### src/rtl/sipo_pkg.sv
// sipo_pkg: shared types and helpers for the serial-in/parallel-out receiver.
// Holds default configuration, the hold-register event encoding and count sizing.
package sipo_pkg;

    // Default configuration matches the team PISO (8-bit, MSB first).
    localparam int SIPO_DEF_WIDTH     = 8;
    localparam bit SIPO_DEF_MSB_FIRST = 1'b1;

    // What the holding register does on a given edge.
    typedef enum logic [1:0] {
        HOLD_IDLE = 2'd0,
        HOLD_LOAD = 2'd1,
        HOLD_DROP = 2'd2,
        HOLD_ACK  = 2'd3
    } hold_ev_e;

    // Bit counter must reach WIDTH-1 and still have headroom.
    function automatic int cnt_bits(input int width);
        return $clog2(width) + 1;
    endfunction

    // Completion outranks acknowledge: a word landing while the consumer
    // acks replaces the old one; landing while unacked is dropped.
    function automatic hold_ev_e hold_event(
        input logic done,
        input logic valid,
        input logic ack
    );
        hold_ev_e ev;
        ev = HOLD_IDLE;
        if (done) begin
            if (!valid || ack) begin
                ev = HOLD_LOAD;
            end else begin
                ev = HOLD_DROP;
            end
        end else if (valid && ack) begin
            ev = HOLD_ACK;
        end
        return ev;
    endfunction

endpackage

### src/rtl/sipo_hold.sv
// sipo_hold: output holding register with valid/ack handshake.
// Also owns the sticky overrun flag for words dropped while unacked.
module sipo_hold
    import sipo_pkg::*;
#(
    parameter int WIDTH = SIPO_DEF_WIDTH
) (
    input  logic             clk,
    input  logic             rst,
    input  logic             i_done,
    input  logic [WIDTH-1:0] i_word,
    input  logic             i_dack,
    input  logic             i_ovr_clr,
    output logic [WIDTH-1:0] o_dout,
    output logic             o_dvalid,
    output logic             o_overrun
);

    logic [WIDTH-1:0] r_dout;
    logic             r_dvalid;
    logic             r_overrun;
    hold_ev_e         w_ev;

    // Classify this edge from completion, current valid and ack.
    always_comb begin
        w_ev = hold_event(i_done, r_dvalid, i_dack);
    end

    // Load a new word or retire the current one on ack.
    always_ff @(posedge clk or posedge rst) begin
        if (rst) begin
            r_dout   <= '0;
            r_dvalid <= 1'b0;
        end else begin
            unique case (w_ev)
                HOLD_LOAD: begin
                    r_dout   <= i_word;
                    r_dvalid <= 1'b1;
                end
                HOLD_ACK: begin
                    r_dvalid <= 1'b0;
                end
                HOLD_DROP: begin
                    r_dvalid <= r_dvalid;
                end
                default: begin
                    r_dvalid <= r_dvalid;
                end
            endcase
        end
    end

    // Sticky overrun; a drop on the clearing edge keeps it set.
    always_ff @(posedge clk or posedge rst) begin
        if (rst) begin
            r_overrun <= 1'b0;
        end else if (w_ev == HOLD_DROP) begin
            r_overrun <= 1'b1;
        end else if (i_ovr_clr) begin
            r_overrun <= 1'b0;
        end
    end

    assign o_dout    = r_dout;
    assign o_dvalid  = r_dvalid;
    assign o_overrun = r_overrun;

endmodule

### src/rtl/sipo.sv
// sipo: serial-in/parallel-out receiver, receive end of the PISO link.
// Shifts one bit per enabled edge; completed words go to sipo_hold.
module sipo
    import sipo_pkg::*;
#(
    parameter int WIDTH     = SIPO_DEF_WIDTH,
    parameter bit MSB_FIRST = SIPO_DEF_MSB_FIRST
) (
    input  logic             clk,
    input  logic             rst,
    input  logic             ser,
    input  logic             en,
    input  logic             sync,
    input  logic             dack,
    input  logic             ovr_clr,
    output logic [WIDTH-1:0] dout,
    output logic             dvalid,
    output logic             busy,
    output logic             overrun
);

    localparam int CW = cnt_bits(WIDTH);

    logic [WIDTH-1:0] r_sh;
    logic [CW-1:0]    r_cnt;
    logic [WIDTH-1:0] w_sh_next;
    logic             w_done;

    // The shifted value is also the assembled word on the completing edge,
    // since old bits have fully shifted out by then.
    if (MSB_FIRST) begin : g_msb
        assign w_sh_next = {r_sh[WIDTH-2:0], ser};
    end else begin : g_lsb
        assign w_sh_next = {ser, r_sh[WIDTH-1:1]};
    end

    // A sync bit always starts a word, so it can never complete one.
    always_comb begin
        w_done = en && !sync && (r_cnt == CW'(WIDTH - 1));
    end

    // Shift register advances only on enabled bits.
    always_ff @(posedge clk or posedge rst) begin
        if (rst) begin
            r_sh <= '0;
        end else if (en) begin
            r_sh <= w_sh_next;
        end
    end

    // Bit position within the current word.
    always_ff @(posedge clk or posedge rst) begin
        if (rst) begin
            r_cnt <= '0;
        end else if (en) begin
            if (sync) begin
                r_cnt <= CW'(1);
            end else if (w_done) begin
                r_cnt <= '0;
            end else begin
                r_cnt <= r_cnt + CW'(1);
            end
        end
    end

    assign busy = (r_cnt != '0);

    sipo_hold #(
        .WIDTH (WIDTH)
    ) u_hold (
        .clk       (clk),
        .rst       (rst),
        .i_done    (w_done),
        .i_word    (w_sh_next),
        .i_dack    (dack),
        .i_ovr_clr (ovr_clr),
        .o_dout    (dout),
        .o_dvalid  (dvalid),
        .o_overrun (overrun)
    );

endmodule

### config.mk
export PLATFORM = sky130hd
export DESIGN_NAME = sipo
export DESIGN_NICKNAME = d
export VERILOG_FILES = /design/src/rtl/sipo_pkg.sv /design/src/rtl/sipo_hold.sv /design/src/rtl/sipo.sv
export SDC_FILE = /design/constraint.sdc
export NUM_CORES = 1
export LEC_CHECK = 0
export ABC_CLOCK_PERIOD_IN_PS = 2600
export BUFFER_PORTS_ARGS = -buffer_cell sky130_fd_sc_hd__buf_2
export CORE_ASPECT_RATIO = 1.1
export CORE_UTILIZATION = 56
export CTS_CLUSTER_DIAMETER = 40
export DETAILED_ROUTE_END_ITERATION = 16
export GPL_TIMING_DRIVEN = 0
export PLACE_DENSITY = 0.81
export SLEW_MARGIN = 15
export SYNTH_ARGS = -nofsm -noshare
export SYNTH_HDL_FRONTEND = slang
export SYNTH_HIERARCHICAL = 1
export SYNTH_SLANG_ARGS = --single-unit
### constraint.sdc
create_clock -name clk -period 2.6 [get_ports clk]
set_input_delay 0.26 -clock clk [delete_from_list [all_inputs] [get_ports clk]]
set_output_delay 0.26 -clock clk [all_outputs]
set_load 0.03 [all_outputs]
## Word level (Yosys, flattened, before mapping)

Index checks and enable logic that the tools add are counted.

- Logic and storage cells: 27
- Output and inout port bits: 11
- Flip-flop bits (word level): 21
- Bits of input ports: 7

- Reduce and logical (&&, ||, !) cells: 9
- Equal/unequal tests: 4
- Add/subtract/negate cells: 1
- Multiplexer cells: 8

Operators by type and width:

| kind | number |
|---|---|
| 4-bit 2-to-1 mux | 2 |
| 2-bit 2-to-1 mux | 3 |
| 4-bit by 1-bit adder with 4-bit output, second input constant | 1 |
| 2-bit equality test, second input constant | 2 |
| 4-bit by 3-bit equality test with 1-bit output, second input constant | 1 |
| 2-bit nonzero test | 2 |
| 4-bit nonzero test | 1 |
| 1-bit logical AND | 3 |
| 2-bit by 1-bit equality test with 1-bit output, second input constant | 1 |
| 1-bit logical NOT | 2 |
| 1-bit 2-to-1 mux | 2 |
| 1-bit case mux with 2 select lines | 1 |
| 1-bit logical OR | 1 |

## Logic depth before layout (Yosys ltp)

Gate-level depths: netlist of run 1.

- Word-level depth: 6
- Mapped depth: 4
- Mapped depth without buffers: 4

## Modules after synthesis

The synthesis of run 1 kept the hierarchy.

By module, submodules not included:

| module | area an instance (sq um) | cells an instance | seq. area each (sq um) | instances |
|---|---|---|---|---|
| sipo | 513.0 | 40 | 275.3 | 1 |
| sipo_hold | 416.6 | 25 | 250.2 | 1 |

## Least setup slack after synthesis of run 1

OpenSTA, ideal clock, no wires.

- Path type: register -> register
- From: register r_cnt[2]
- To: register u_hold.r_dout[0], in the netlist u_hold/o_dout[0]
- Slack: 1223 ps
- Stages on the path, launching flop included: 5
- Setup time: 125 ps
- Path buffers: 0
- Period minus slack after synthesis: 1377 ps
- Arrival: 1252 ps
- Data required time: 2475 ps
- Path through: dfrtp_1 and4bb_2 and2_1 nand2_4 mux2_4

- Cells in the longest elaborated chain, start to end: 4

RTL lines:

| element | line | text |
|---|---|---|
| from (decl) | sipo.sv:25 | `logic [CW-1:0] r_cnt;` |
| from (signal assigned) | sipo.sv:61 | `r_cnt <= r_cnt + CW'(1);` |
| 4-bit by 3-bit equality test with 1-bit output | sipo.sv:39 | `w_done = en && !sync && (r_cnt == CW'(WIDTH - 1));` |
| 1-bit logical AND | sipo.sv:39 |  |
| named net w_done | sipo.sv:27 | `logic w_done;` |
| 2-bit 2-to-1 mux | sipo_pkg.sv:31 | `if (done) begin` |
| 2-bit by 1-bit equality test with 1-bit output | sipo_hold.sv:35 | `unique case (w_ev)` |
| to (signal assigned) | sipo_hold.sv:37 | `r_dout <= i_word;` |
| to (decl) | sipo_hold.sv:19 | `logic [WIDTH-1:0] r_dout;` |

The timed path passes the listed nets, and every way through them passes these cells.
A chain may end at the register's enable or synchronous reset.

## Final worst setup path of run 1

- From: register r_cnt[0]
- To: output port busy

- Cells in the longest elaborated chain, start to end: 1

RTL lines:

| element | line | text |
|---|---|---|
| 4-bit nonzero test | sipo.sv:66 | `assign busy = (r_cnt != '0);` |
| to (decl) | sipo.sv:18 | `output logic busy,` |

No other way between the ends.

==> results.toml, run 1 <==
[logic_synthesis]
synth.cell_area_um2 = 930
synthDominantCellAreaShare = 0.565
synth_flop_cell = "dfrtp_1"
synth_compound_area_frac = 0.0471
ys_ff_latch = 21
synth-xor-area-share = 0
synthAdderAreaFrac = 0.0269
ys_async_sr_fraction = 1.00
synthMuxAreaShare = 0.214
synth_fp_nets = 74
yosysTopAreaCell = "dfrtp_1"
syn_inst = 65
synth_area_leaders = "dfrtp_1 57%, mux2_4 13%, mux2_2 7.3%"
synth_top_family_by_area = "multiplexers"
synth.distinct_cells = 22
synth-edff-count = 0
synth-simple-area-share = 0.110
ys_seq_area_frac = 0.565
yosysWarnings = 6
synth.avg_cell_area_um2 = 14.3

[finish]
syn2layout_area_growth_pct = 15.3
nets = 97
diodes = 0
finish.instance_area_um2 = 1070
drive_gt1_frac = 0.448
fill_cells = 117

[timing]
finalCriticalPeriod_ns = 1.51
worstMarginPinSlew_ns = 0.420
slew_viol_final = 0
fin_skew_ns = 0.000787
setup_violations = 0
grt_setup_unrepaired = "no"
final.setup.tns_ns = 0
relSlewSlack = 0.720
hold_viol = 0
fmax_ghz = 0.661
timing.hold.ws_ns = 0.153
period_share = 0.582

[cts]
tritoncts = "done"
clock_sinks = 21
clk_latency_ns = 0.28
cts_buffers = 3
ctsRootBufferMaster = "clkbuf_4"
clkTransAtPathRegs_ns = 0.10
clockBufferDepth = 2
cts_max_level = 1

[worst_setup_path]
cp_cell_sequence = "inv_1 > ha_1 > nand2_1 > buf_2"
crit_arrival_ns = 1.25
crit_required_ns = 2.34
crit_fanout = 6
cp-end-kind = "output pin"
slowest_stage = "dfrtp_1"
critical_path.max_stage_delay_ns = 0.47
critical_path_class = "flop to output pin"
startpoint_type = "flop"

[pwr]
pwr-share-seq = 0.533
pwr-share-clk = 0.175
swShare = 0.317
p_leak_nw = 0.582
p_int_mw = 0.567
power_frac_comb = 0.292
p_sw_mw = 0.263
power_density_nw_per_um2 = 774
peakVddDrop_v = 0.000434

[floorplanning]
initial_core_util = 0.597
die_w_um = 40.8
io_pins = 18
die_h_um = 44.7
dieArea_um2 = 1830
fp.coreArea_um2 = 1560
fp-row-count = 15

[routing]
route.vias.total = 551
antenna_left = 0
route.detailed.drc = 2
drtIter0Drc = 4
wirelength_um = 1470
post_drt_wl_per_cell_um = 14.2
routed_via_density = 5.30
drt_first_pass_iters = 10

[run_status]
violations = "design-rule violations"
status = "complete, but fails checks"

[placement]
port-buffer-count = 17
post-dp-hpwl_um = 1120
gp_congestion = 0.677
placedInstanceArea_um2 = 1040

[grt]
track_usage = 0.201
grt_pass1_wl_um = 2450
grt_max_degree = 12
antenna_found_initial = 0
grt-ovfl-total = 0
first_global_vias = 577

[worst_hold_path]
worstHoldPathType = "input pin to flop"

[job]
drv_cap = 0
-- state kept, by name, indices dropped and copies added (netlist names) --
name,count
u_hold/o_dout,8
u_hold/o_dvalid,1
r_sh,7
u_hold/o_overrun,1
r_cnt,4
-- synth_stat cells, types with 2 or more instances --
master / count
ha_1: 2
mux2_2: 6
nor2b_1: 3
dfrtp_1: 21
mux2_4: 8
inv_1: 6
nor2_1: 2
nand2_1: 3
-- logic make-up (layout without fill, tap and decap cells) --
group / count (synthesis) / count (layout)
AND/OR/NAND/NOR: 14 / 14
flip-flops: 21 / 21
AO/OA/AOI/OAI: 6 / 6
adder cells (fa/ha/maj): 2 / 2
buffers and inverters: 7 / 29
multiplexers: 15 / 15
-- critical path, delay by kind of cell, from the launching register on --
family | cells | cell delay [ns]
and+or+nand+nor | 1 | 0.05
buffers and inverters | 2 | 0.25
adders and majority gates | 1 | 0.20
DFF | 1 | 0.47
-- area by class of cell --
type                    count  area, µm²  area share
plain buffers               1       11.3      0.0105
clock buffers               4       26.3      0.0245
inverters                   6       22.5      0.0210
multi-input cells          37        370       0.345
flip-flops and latches     21        526       0.490
well taps                  17       21.3      0.0198
repair buffers             18       95.1      0.0887
-- power by group through the flow --
stage	clock (mW)	combinational [mW]	sequential (mW)
final	0.145	0.242	0.442
after global routing	0.165	0.262	0.454
after CTS	0.152	0.245	0.443
after detailed placement	0	0.244	0.449
after global placement	0	0.237	0.444
after floorplan	0	0.114	0.510
-- routing by layer --
layer | share of wire | GRT usage
met5 | 0 | 0
met2 | 0.53 | 0.350
met4 | 0.0095 | 0.0600
met1 | 0.44 | 0.238
met3 | 0.020 | 0.0443
-- worst paths after layout --
path / startpoint / end / slack (ns) / cells after the start
max: r_cnt[0] / busy / 1.09 / 4
min: ovr_clr / u_hold/o_overrun / 0.15 / 2
max reg2reg: r_cnt[0] / u_hold/o_dout[5] / 1.10 / 4
min reg2reg: u_hold/o_dout[7] / u_hold/o_dout[7] / 0.51 / 1
max in group asynchronous: rst / r_sh[6] / 1.79 / 3
min in group asynchronous: rst / u_hold/o_dout[2] / 0.50 / 3
-- placed cells by master (no fill, tap or decap), drive strengths merged --
cell / n
inv: 6
o22ai: 1
dfrtp: 21
nand4: 1
o21ai: 1
mux2: 15
and4bb: 1
clkbuf: 4
a22o: 1
a21oi: 1
o2bb2ai: 1
and2: 1
ha: 2
buf: 18
nand2: 4
nor2: 2
a32o: 1
nor2b: 3
and3b: 1
dlygate4sd3: 1
nand2b: 1
-- through the flow --
step,power [mW],setup WS [ns],util,std cells
detailed placement,0.693,1.12,0.665,99
global route,0.882,0.995,0.688,104
floorplan,0.624,1.22,-,65
finish,0.830,1.09,0.688,104
CTS,0.840,1.08,0.688,104
global placement,0.681,1.15,0.665,99
-- what timing repair did --
action / CTS / global route
endpoints found under the hold margin: 21 / 0
gates resized for setup: 0 / 0
buffers inserted: 0 / 0
hold buffers: 1 / 0
setup endpoints to repair: 0 / 0
(Power assumes the default switching activity.)
==> inputs of run 2 (changes only) <==
--- a/config.mk
+++ b/config.mk
@@ -5,14 +5,15 @@
 export SDC_FILE = /design/constraint.sdc
 export NUM_CORES = 1
 export LEC_CHECK = 0
-export ABC_CLOCK_PERIOD_IN_PS = 2600
+export ABC_AREA = 1
+export ABC_CLOCK_PERIOD_IN_PS = 1600
 export BUFFER_PORTS_ARGS = -buffer_cell sky130_fd_sc_hd__buf_2
 export CORE_ASPECT_RATIO = 1.1
-export CORE_UTILIZATION = 56
+export CORE_UTILIZATION = 53
 export CTS_CLUSTER_DIAMETER = 40
 export DETAILED_ROUTE_END_ITERATION = 16
 export GPL_TIMING_DRIVEN = 0
-export PLACE_DENSITY = 0.81
+export PLACE_DENSITY = 0.76
 export SLEW_MARGIN = 15
 export SYNTH_ARGS = -nofsm -noshare
 export SYNTH_HDL_FRONTEND = slang
==> constraint.sdc (replaced) <==
create_clock -name clk -period 1.6 [get_ports clk]
set_input_delay 0.16 -clock clk [delete_from_list [all_inputs] [get_ports clk]]
set_output_delay 0.16 -clock clk [all_outputs]
set_load 0.03 [all_outputs]
==> results.toml, run 2 <==
[logic_synthesis]
synth_flop_cell = "dfrtp_1"
ys_seq_area_frac = 0.530
synth-edff-count = 0
yosysWarnings = 6
synth_area_leaders = "dfrtp_1 53%, nand2_1 15%, nand3_2 8.1%"
synth_top_cells_by_count = "39 x nand2_1, 21 x dfrtp_1, 11 x inv_1, 8 x nand3_2, 5 x o21ai_1"
synth.cell_area_um2 = 991
synth-simple-area-share = 0.289
synth_fp_nets = 111
synth_compound_area_frac = 0.0707
synth_most_common_cell = "nand2_1"
synthDominantCellAreaShare = 0.530
ys_ff_latch = 21
synth.distinct_cells = 19
syn_inst = 102
synth.avg_cell_area_um2 = 9.72
synth-xor-area-share = 0
synthAdderAreaFrac = 0.0253
synthMuxAreaShare = 0
yosysTopAreaCell = "dfrtp_1"
ys_async_sr_fraction = 1.00
synth_top_family_by_area = "simple AND/OR/NAND/NOR gates"

[routing]
drt_first_pass_iters = 4
antenna_left = 0
drtIter0Drc = 12
wirelength_um = 1630
post_drt_wl_per_cell_um = 11.5
routed_via_density = 5.08
route.vias.total = 722
route.detailed.drc = 0

[timing]
worstMarginPinSlew_ns = 0.434
slew_viol_final = 0
final.setup.tns_ns = 0
timing.hold.ws_ns = 0.0318
period_share = 0.926
grt_setup_unrepaired = "no"
hold_viol = 0
relSlewSlack = 0.711
finalCriticalPeriod_ns = 1.48
fmax_ghz = 0.675
fin_skew_ns = 0.00164
setup_violations = 0

[finish]
final_common_cell = "nand2_1"
drive_gt1_frac = 0.323
final_cells = 142
fill_cells = 157
diodes = 0
nets = 134
syn2layout_area_growth_pct = 14.6
largest_reg_flops = 8
layout_common_cells = "39 x nand2_1, 21 x dfrtp_1, 18 x buf_2, 11 x inv_1, 8 x nand3_2"

[placement]
gp_congestion = 0.756
place_inst = 137
port-buffer-count = 17
post-dp-hpwl_um = 1220

[worst_setup_path]
crit_fanout = 10
critical_path_class = "flop to flop"
reg2reg_depth = 7
cp_cell_sequence = "ha_1 > nand2_1 > nor4_1 > clkbuf_8 > nand2_4 > nand2_1 > nand2_1"
cp-end-kind = "flop"
critical_path.max_stage_delay_ns = 0.41
crit_arrival_ns = 1.69
crit_path_start = "r_cnt[0]"
worstReg2RegStart = "r_cnt[0]"
slowest_stage = "dfrtp_1"
crit_required_ns = 1.81
cpMostUsedCell = "nand2_1"
startpoint_type = "flop"

[grt]
gr-usage-met2 = 0.313
antenna_found_initial = 0
track_usage = 0.187
met3_usage = 0.0462
first_global_vias = 615
grt_max_degree = 13
grt_most_used_layer = "met2"
grt-ovfl-total = 0
grt_pass1_wl_um = 2620
met1_usage = 0.211

[cts]
cts_max_level = 1
clock_sinks = 21
tritoncts = "done"
ctsRootBufferMaster = "clkbuf_4"
cts_buffers = 3
cts_setup_buffers = 0
clkTransAtPathRegs_ns = 0.12
cts_hold_buf = 1
clockBufferDepth = 2
cts-resized-gates = 0
clk_latency_ns = 0.31

[floorplanning]
die_w_um = 43.2
die_h_um = 47.4
fp.coreArea_um2 = 1760
io_pins = 18
initial_core_util = 0.562
fp-row-count = 16
dieArea_um2 = 2050

[job]
drv_cap = 0

[worst_hold_path]
min-delay-start = "ovr_clr"
holdPathStages = 2
worstHoldPathType = "input pin to flop"

[run_status]
status = "complete, no violations"

[pwr]
power_density_nw_per_um2 = 1060
p_leak_nw = 0.636
peakVddDrop_v = 0.000655
run 2: cell types whose count changed in the layout (fill, tap and decap cells not counted), moves of 2 or more:
cell	change
inv_1	+5
mux2_2	-6
mux2_4	-8
nand2_1	+36
nand3_1	+2
nand3_2	+8
nor2b_1	-3
o21ai_1	+4
o22ai_2	+2
run 2: cell families after synthesis:
kind of cell               count (synthesis)
DFF                                       21
buffers and inverters                     15
adders and majority gates                  2
and+or+nand+nor                           55
AOI/OAI and AO/OA                          9
run 2: where the power goes:
group          switching, mW  total [mW]  internal [mW]  leakage, nW
Sequential            0.0566       0.663          0.607        0.280
Combinational          0.198       0.290         0.0928        0.339
Clock                  0.163       0.256         0.0934       0.0177
Total                  0.417        1.21          0.793        0.636
run 2: layout make-up:
| type | instances | area (µm²) | area share |
|---|---|---|---|
| clock inverter | 1 | 5.00 | 0.00441 |
| clock buffer | 3 | 22.5 | 0.0198 |
| tap | 18 | 22.5 | 0.0198 |
| multi-input combinational | 66 | 382 | 0.336 |
| timing repair buffer | 18 | 95.1 | 0.0837 |
| sequential | 21 | 526 | 0.463 |
| inverter | 12 | 45.0 | 0.0396 |
| buffer | 3 | 38.8 | 0.0341 |
run 2: final timing paths:
path	endpoint	slack [ns]
worst max-delay path	u_hold/o_dout[1]	0.12
max in group asynchronous	r_cnt[0]	0.92
worst max register to register	u_hold/o_dout[1]	0.12
min in group asynchronous	u_hold/o_dout[0]	0.36
worst min register to register	u_hold/o_dout[6]	0.48
worst min-delay path	u_hold/o_overrun	0.03
run 2: critical path, delay by kind of cell (launching register included):
family / cells / cell delay [ns]
fa+ha+maj: 1 / 0.18
buf+inv: 1 / 0.26
flops: 1 / 0.41
simple gates: 5 / 0.54
run 2: metal layers:
| layer | share of wire | vias to the layer above | wire (µm) |
|---|---|---|---|
| li1 | - | 369 | - |
| met1 | 0.44 | 330 | 724 |
| met2 | 0.49 | 19 | 799 |
| met3 | 0.042 | 4 | 69 |
| met4 | 0.023 | 0 | 38 |
| met5 | 0 | - | 0 |
run 2: through the flow:
stage | total power, mW | instance area (µm²) | utilization | worst slack [ns]
4_1_cts | 1.23 | 1140 | 0.645 | 0.113
6_report | 1.21 | 1140 | 0.645 | 0.119
5_1_grt | 1.29 | 1140 | 0.645 | 0.0277
3_5_place_dp | 0.967 | 1100 | 0.624 | 0.133
3_3_place_gp | 0.954 | 1100 | 0.624 | 0.158
2_1_floorplan | 0.878 | 991 | - | 0.253
==> inputs of run 3 (changes only) <==
--- a/config.mk
+++ b/config.mk
@@ -9,6 +9,7 @@
 export ABC_CLOCK_PERIOD_IN_PS = 1600
 export BUFFER_PORTS_ARGS = -buffer_cell sky130_fd_sc_hd__buf_2
 export CORE_ASPECT_RATIO = 1.1
+export CORE_MARGIN = 4
 export CORE_UTILIZATION = 53
 export CTS_CLUSTER_DIAMETER = 40
 export DETAILED_ROUTE_END_ITERATION = 16
==> results.toml, run 3 (synthesis results as in run 2) <==
[run_status]
status = "complete, no violations"

[finish]
final_cells = 148
layout_common_cells = "39 x nand2_1, 21 x dfrtp_1, 18 x buf_2, 11 x inv_1, 8 x nand3_2"
drive_gt1_frac = 0.346
diodes = 0
final_common_cell = "nand2_1"
syn2layout_area_growth_pct = 19.1
largest_reg_flops = 8
nets = 140

[timing]
hold_viol = 0
relSlewSlack = 0.714
setup_violations = 0
worstMarginPinSlew_ns = 0.429
grt_setup_unrepaired = "no"
finalCriticalPeriod_ns = 1.51
fin_skew_ns = 0.00122
period_share = 0.945
final.setup.tns_ns = 0
fmax_ghz = 0.661
slew_viol_final = 0

[grt]
grt_pass1_wl_um = 2950
first_global_vias = 687
grt_max_degree = 12
track_usage = 0.147
met3_usage = 0.0254
grt-ovfl-total = 0
met1_usage = 0.173
grt_most_used_layer = "met2"
gr-usage-met2 = 0.268
antenna_found_initial = 0

[job]
drv_cap = 0

[routing]
route.vias.total = 728
route.detailed.drc = 0
routed_via_density = 4.92
drt_first_pass_iters = 4
antenna_left = 0
wirelength_um = 1700
drtIter0Drc = 18
post_drt_wl_per_cell_um = 11.5

[floorplanning]
fp.coreArea_um2 = 1780
dieArea_um2 = 2630
io_pins = 18
die_w_um = 49.2
initial_core_util = 0.556
die_h_um = 53.4
fp-row-count = 16

[cts]
tritoncts = "done"
ctsRootBufferMaster = "clkbuf_4"
clk_latency_ns = 0.29
clockBufferDepth = 2
cts_max_level = 1
cts_buffers = 3
clock_sinks = 21
clkTransAtPathRegs_ns = 0.11

[pwr]
power_frac_comb = 0.244
peakVddDrop_v = 0.000816
power_density_nw_per_um2 = 1020
pwr-share-clk = 0.205
p_leak_nw = 0.666
pwr-share-seq = 0.551
p_int_mw = 0.799
p_sw_mw = 0.406
swShare = 0.337

[placement]
post-dp-hpwl_um = 1260
gp_congestion = 0.742
port-buffer-count = 17
place_inst = 137

[worst_setup_path]
cp-end-kind = "flop"
critical_path_class = "flop to flop"
crit_fanout = 8
crit_required_ns = 1.84
crit_arrival_ns = 1.75
startpoint_type = "flop"

[worst_hold_path]
worstHoldPathType = "input pin to flop"
run 3: worst paths after layout:
path,from,to,slack (ns),depth (start not counted)
min reg2reg,u_hold/o_dout[2],u_hold/o_dout[2],0.48,2
max reg2reg,r_cnt[1],u_hold/o_dout[4],0.09,7
max in group asynchronous,rst,r_sh[3],0.90,3
min,ovr_clr,u_hold/o_overrun,0.05,2
min in group asynchronous,rst,u_hold/o_overrun,0.38,3
max,r_cnt[1],u_hold/o_dout[4],0.09,7
run 3: critical path, cell delays in order (launching register included):
cell	delay, ns
dfrtp_1	0.41
ha_1	0.20
nand2_1	0.11
nor4_1	0.23
clkbuf_8	0.23
buf_4	0.13
nand3_2	0.07
nand2_1	0.06
run 3: final cells by class:
type | instances | area, µm²
Sequential cell | 21 | 526
Fill cell | 139 | 602
Timing Repair Buffer | 24 | 140
Tap cell | 18 | 22.5
Clock buffer | 4 | 26.3
Buffer | 3 | 38.8
Multi-Input combinational cell | 66 | 382
Inverter | 12 | 45.0
run 3: power groups by stage:
stage	sequential [mW]	clock (mW)	combinational, mW
floorplan	0.738	0	0.140
global placement	0.672	0	0.284
detailed placement	0.676	0	0.293
CTS	0.666	0.257	0.297
global route	0.678	0.285	0.329
finish	0.665	0.247	0.294
run 3: repair_timing:
action | 4_1_cts | 5_1_grt
resized for setup | 0 | 0
endpoints found under the setup margin | 0 | 8
hold buffers | 1 | 0
setup buffers | 0 | 6
endpoints found under the hold margin | 21 | 0
run 3: per-stage QoR:
| stage | area (µm²) | worst slack, ns | hold slack (ns) | utilization | total power, mW |
|---|---|---|---|---|---|
| finish | 1180 | 0.0881 | 0.0534 | 0.662 | 1.21 |
| global route | 1180 | 0.00844 | 0.0364 | 0.662 | 1.29 |
| CTS | 1130 | 0.0746 | 0.0446 | 0.637 | 1.22 |
| detailed placement | 1100 | 0.103 | 0.162 | 0.617 | 0.969 |
| global placement | 1100 | 0.143 | 0.154 | 0.617 | 0.956 |
| floorplan | 991 | 0.253 | 0.000178 | - | 0.878 |
run 3: layer usage:
| metal | share of wire | vias to the layer above | wire length [µm] |
|---|---|---|---|
| met5 | 0 | - | 0 |
| met4 | 0.0047 | 0 | 8 |
| met3 | 0.037 | 2 | 63 |
| met2 | 0.50 | 14 | 851 |
| met1 | 0.46 | 336 | 773 |
| li1 | - | 376 | - |
